==> src/rtl/pp_row_accumulator.sv <==
// Sequential partial-product row accumulator: one adder and a row counter sum
// the radix-4 partial-product rows of a mantissa product, then hold the result.
module pp_row_accumulator #(
  parameter int unsigned N    = 24,
  parameter int unsigned ROWS = 12,
  parameter int unsigned CW   = 4
) (
  input  logic            i_clk,
  input  logic            i_rst,
  input  logic            i_in_valid,
  output logic            o_in_ready,
  input  logic [2*N-1:0]  i_in_row,
  input  logic            i_in_last,
  output logic            o_out_valid,
  input  logic            i_out_ready,
  output logic [2*N-1:0]  o_out_product,
  output logic [CW-1:0]   o_out_rows,
  output logic            o_out_short
);

  typedef enum logic [1:0] {
    S_IDLE  = 2'd0,
    S_ACCUM = 2'd1,
    S_DONE  = 2'd2
  } state_t;

  state_t          r_state;
  state_t          w_state_nxt;
  logic [2*N-1:0]  r_acc;
  logic [2*N-1:0]  w_acc_nxt;
  logic [CW-1:0]   r_cnt;
  logic [CW-1:0]   w_cnt_nxt;
  logic [2*N-1:0]  w_sum;
  logic [CW-1:0]   w_cnt_inc;
  logic            w_accept;
  logic            w_done;

  assign w_done    = (r_state == S_DONE);
  assign w_accept  = i_in_valid & o_in_ready;
  // Carry-out is intentionally dropped: the product is defined modulo 2^(2N).
  assign w_sum     = r_acc + i_in_row;
  assign w_cnt_inc = r_cnt + CW'(1);

  assign o_in_ready    = ~w_done;
  assign o_out_valid   = w_done;
  assign o_out_product = w_done ? r_acc : '0;
  assign o_out_rows    = w_done ? r_cnt : '0;
  assign o_out_short   = w_done && (r_cnt < CW'(ROWS));

  always_ff @(posedge i_clk or posedge i_rst) begin
    if (i_rst) begin
      r_state <= S_IDLE;
      r_acc   <= '0;
      r_cnt   <= '0;
    end else begin
      r_state <= w_state_nxt;
      r_acc   <= w_acc_nxt;
      r_cnt   <= w_cnt_nxt;
    end
  end

  always_comb begin
    w_state_nxt = r_state;
    w_acc_nxt   = r_acc;
    w_cnt_nxt   = r_cnt;
    case (r_state)
      S_IDLE: begin
        if (w_accept) begin
          w_acc_nxt   = i_in_row;
          w_cnt_nxt   = CW'(1);
          w_state_nxt = (i_in_last || (ROWS == 1)) ? S_DONE : S_ACCUM;
        end
      end
      S_ACCUM: begin
        if (w_accept) begin
          w_acc_nxt = w_sum;
          w_cnt_nxt = w_cnt_inc;
          if (i_in_last || (w_cnt_inc == CW'(ROWS))) begin
            w_state_nxt = S_DONE;
          end
        end
      end
      S_DONE: begin
        // Result is held untouched until the normalisation stage takes it.
        if (i_out_ready) begin
          w_acc_nxt   = '0;
          w_cnt_nxt   = '0;
          w_state_nxt = S_IDLE;
        end
      end
      default: begin
        w_acc_nxt   = '0;
        w_cnt_nxt   = '0;
        w_state_nxt = S_IDLE;
      end
    endcase
  end

endmodule

==> config.mk <==
export PLATFORM = sky130hd
export DESIGN_NAME = pp_row_accumulator
export DESIGN_NICKNAME = d
export VERILOG_FILES = /design/src/rtl/pp_row_accumulator.sv
export SDC_FILE = /design/constraint.sdc
export NUM_CORES = 1
export LEC_CHECK = 0
export ABC_AREA = 1
export CAP_MARGIN = 5
export CORE_UTILIZATION = 50
export CTS_CLUSTER_DIAMETER = 150
export CTS_CLUSTER_SIZE = 16
export DETAILED_ROUTE_END_ITERATION = 6
export PLACE_DENSITY = 0.75
export SETUP_SLACK_MARGIN = 0.05
export SYNTH_ARGS = -nofsm -noshare
export SYNTH_HDL_FRONTEND = slang
export SYNTH_SLANG_ARGS = --single-unit
==> constraint.sdc <==
create_clock -name i_clk -period 2.7 [get_ports i_clk]
set_clock_uncertainty 0.05 [all_clocks]
set_input_delay 0.54 -clock i_clk [delete_from_list [all_inputs] [get_ports i_clk]]
set_output_delay 0.54 -clock i_clk [all_outputs]
set_load 0.01 [all_outputs]
==> results of run 1 <==
[registers in the layout, indices dropped and copies added (netlist names)]
name,flops
r_acc,48
r_cnt,4
r_state,2
[kinds of logic (layout without fill, tap and decap cells)]
kind of cell / after synthesis / after routing / synth area share
xor gates and xnor gates: 13 / 13 / 0.0169
DFF: 54 / 54 / 0.200
AOI/OAI and AO/OA: 149 / 149 / 0.123
adders and majority gates: 49 / 49 / 0.0919
buffers and inverters: 268 / 484 / 0.154
and+or+nand+nor: 692 / 692 / 0.414
[through the flow]
| step | instances | setup slack [ns] | area [µm²] | power, mW |
|---|---|---|---|---|
| final | 1617 | 0.118 | 9230 | 9.70 |
| after CTS | 1614 | 0.0504 | 9010 | 9.34 |
| after global routing | 1617 | 0.00617 | 9230 | 10.6 |
| after global placement | 1605 | -0.251 | 8860 | 8.46 |
| after detailed placement | 1605 | -0.304 | 8860 | 8.59 |
| after floorplan | 1225 | 0.422 | 6750 | 5.77 |
[routing by layer]
metal	vias to the layer above	part of all wire	track usage
met5	-	0	0
met4	0	0.019	0.0970
met3	37	0.070	0.0405
met2	265	0.45	0.543
met1	3775	0.46	0.477
li1	4197	-	-
[power breakdown]
part           internal [mW]  switching (mW)  total, mW  leakage, nW
sequential              1.18           0.302       1.48        0.675
clock                  0.346           0.352      0.698       0.0698
combinational           3.09            4.43       7.52         4.33
[critical path: cells and delay by family]
family | cells | cell delay [ns]
AND/OR/NAND/NOR | 10 | 1.09
adder cells (fa/ha/maj) | 2 | 0.54
buffers and inverters | 1 | 0.44
AO/OA/AOI/OAI | 1 | 0.17
[cell usage in the layout, fill, tap and decap left out, drive strengths merged, types with 5 or more instances in the layout]
master,netlist,routed
nand4,11,11
xnor2,8,8
clkdlybuf4s50,0,106
xor2,5,5
nor3,12,12
buf,12,122
a21oi,75,75
ha,48,48
nand2,437,437
clkbuf,9,5
dfrtp,54,54
a22oi,19,19
inv,247,247
nand3b,5,5
nand3,65,65
o21ai,42,42
nor2,154,154
[cell type report]
cell class	instances	share of cell area
inverters	247	0.101
clock buffers	5	0.0136
clock inverters	3	0.00230
well taps	176	0.0239
multi-input cells	903	0.493
repair buffers	229	0.220
flip-flops and latches	54	0.146
[timing repair]
action	in CTS	in global routing
hold endpoints to repair	0	0
endpoints found under the setup margin	3	36
gates resized for setup	1	46
setup buffers	1	3
pin swaps	1	9
[worst max-delay path by stage]
stage,depth (start not counted),to,slack [ns]
after detailed placement,14,r_acc[38]$_DFFE_PP0P_,-0.30
after floorplan,11,r_acc[16]$_DFFE_PP0P_,0.42
final,14,r_acc[38]$_DFFE_PP0P_,0.12
after CTS,14,r_acc[38]$_DFFE_PP0P_,0.05
after global routing,14,r_acc[17]$_DFFE_PP0P_,0.006
after global placement,14,r_acc[38]$_DFFE_PP0P_,-0.25
==> impl_metrics.env, run 1 <==
export IMPL_vias=8274
export IMPL_worst_skew_late_latency_ns=0.32
export IMPL_die_area_mm2=0.0140
export IMPL_postRouteAntennaNets=0
export IMPL_io_buffers=107
export IMPL_slew_headroom=0.559
export IMPL_pin_count_of_the_biggest_net_entering_global_routing=38
export IMPL_hold_slack_ns=0.469
export IMPL_crit_path_cells="clkdlybuf4s50_1 -> ha_2 -> fa_2 -> nand3_1 -> nand3_2 -> nand2_1 -> nand2_1 -> nand3_1 -> nand3b_1 -> nand2_2 -> nand2_1 -> nand2_1 -> nand3_2 -> a21oi_2"
export IMPL_utilization_after_layout=0.700
export IMPL_synth_edf_count=0
export IMPL_mappedNetlistNets=1327
export IMPL_run_status="complete, no violations"
export IMPL_route_detailed_drc=0
export IMPL_num_antenna_cells=0
export IMPL_worst_setup_hold_path_clk_slew_ns=0.08
export IMPL_grt_first_pass_wirelength_um=37200
export IMPL_clock_tree_from_tritoncts="yes"
export IMPL_worst_hold_path_startpoint="r_acc[41]$_DFFE_PP0P_"
export IMPL_cts_made_buffers=5
export IMPL_dieHeight_um=118
export IMPL_multi_input_combinational_cell_area_mm2=0.00455
export IMPL_postSynth_asyncResetShare=1.00
export IMPL_via_per_inst=5.12
export IMPL_drtIter0Drc=552
export IMPL_start_kind="input port"
export IMPL_post_synth_cell_area_avg_um2=5.51
export IMPL_worst_r2r_path_depth=13
export IMPL_rr_startpoint="r_acc[0]$_DFFE_PP0P_"
export IMPL_whs_path_depth=2
export IMPL_grt_antenna_before_repair=0
export IMPL_yosys_cell_count_top_type="nand2_1"
export IMPL_crit_arrival_ns=2.78
export IMPL_htree_levels=2
export IMPL_filler_cell_count=1239
export IMPL_worstSetupStartpoint="i_in_row[0]"
export IMPL_worst_slew_pin_slew_ns=0.660
export IMPL_grt_use_total=0.339
export IMPL_first_pass_iters=5
export IMPL_tns_ns=0
export IMPL_netlist_cell_type_count=36
export IMPL_critical_path_most_common_cell="nand2_1"
export IMPL_cts_hold_buffers_added=0
export IMPL_cts_root_buffer="clkbuf_16"
export IMPL_critPathKind="in2reg"
export IMPL_finalNetCount=1542
export IMPL_place_hpwl_um=19100
export IMPL_critical_path_reg2reg_endpoint="r_acc[38]$_DFFE_PP0P_"
export IMPL_yosys_top_cells_area="nand2_1, dfrtp_1, inv_1"
export IMPL_timing_max_transition_violations_final=0
export IMPL_postRouteWirelength_um=23400
export IMPL_synth_main_ff_cell="dfrtp_1"
export IMPL_worst_hold_path_type="reg2reg"
export IMPL_min_period_over_period=0.956
export IMPL_first_global_vias=7608
export IMPL_critical_path_slowest_cell="clkdlybuf4s50_1"
export IMPL_ios=108
export IMPL_synth_top_cell_area_share=0.242
export IMPL_ys_ff_latch=54
export IMPL_synthToLayoutAreaGrowth_pct=36.7
export IMPL_yosys_warnings=0
export IMPL_crit_path_max_fanout=5
export IMPL_grt_setup_unrepaired="yes"
export IMPL_syn_cell_area_mm2=0.00675
export IMPL_clk_path_buf_depth=2
export IMPL_crit_required_ns=2.90
export IMPL_final_hold_viol_count=0
export IMPL_leakagePower_nw=5.07
export IMPL_post_route_cells_drive_above_1_share=0.132
export IMPL_netlist_top_cells_count="nand2_1, inv_1, nor2_1, a21oi_1, nand3_1"
export IMPL_synth_cells=1225
export IMPL_synth_top_area_cell="nand2_1"
export IMPL_die_width_um=118
export IMPL_synth_sequential_area_ratio=0.200
export IMPL_ff2ff_setup_slack_ns=0.37
export IMPL_globalplace_congestion=0.987
export IMPL_setup_violations_final=0
export IMPL_worstSetupEndpointType="flip-flop"
export IMPL_worstHoldEndpoint="r_acc[41]$_DFFE_PP0P_"
export IMPL_seqCellArea_mm2=0.00135
export IMPL_cts_sink_count=54
export IMPL_placementRows=42
export IMPL_drv_max_cap_violation_count=0
export IMPL_finalWorstPathRequiredPeriod_ns=2.58
export IMPL_critical_path_max_stage_delay_ns=0.44
export IMPL_initial_standard_cell_utilization_of_the_core=0.512
export IMPL_pwr_density_cell_mw_per_mm2=1050
export IMPL_ir_drop_v=0.000980
export IMPL_timing_fmax_ghz=0.387
export IMPL_wl_per_cell_um=14.5
export IMPL_grt_overflow_total=0
export IMPL_coreArea_mm2=0.0132
Note: power is estimated with default switching activity, not from simulation.
==> run 2: changes to the inputs <==
--- a/config.mk
+++ b/config.mk
@@ -8,7 +8,7 @@
 export ABC_AREA = 1
 export CAP_MARGIN = 5
 export CORE_UTILIZATION = 50
-export CTS_CLUSTER_DIAMETER = 150
+export CTS_CLUSTER_DIAMETER = 80
 export CTS_CLUSTER_SIZE = 16
 export DETAILED_ROUTE_END_ITERATION = 6
 export PLACE_DENSITY = 0.75
==> results of run 2 <==
Same layout as run 1: the final DEF is identical, and so are final timing and power.
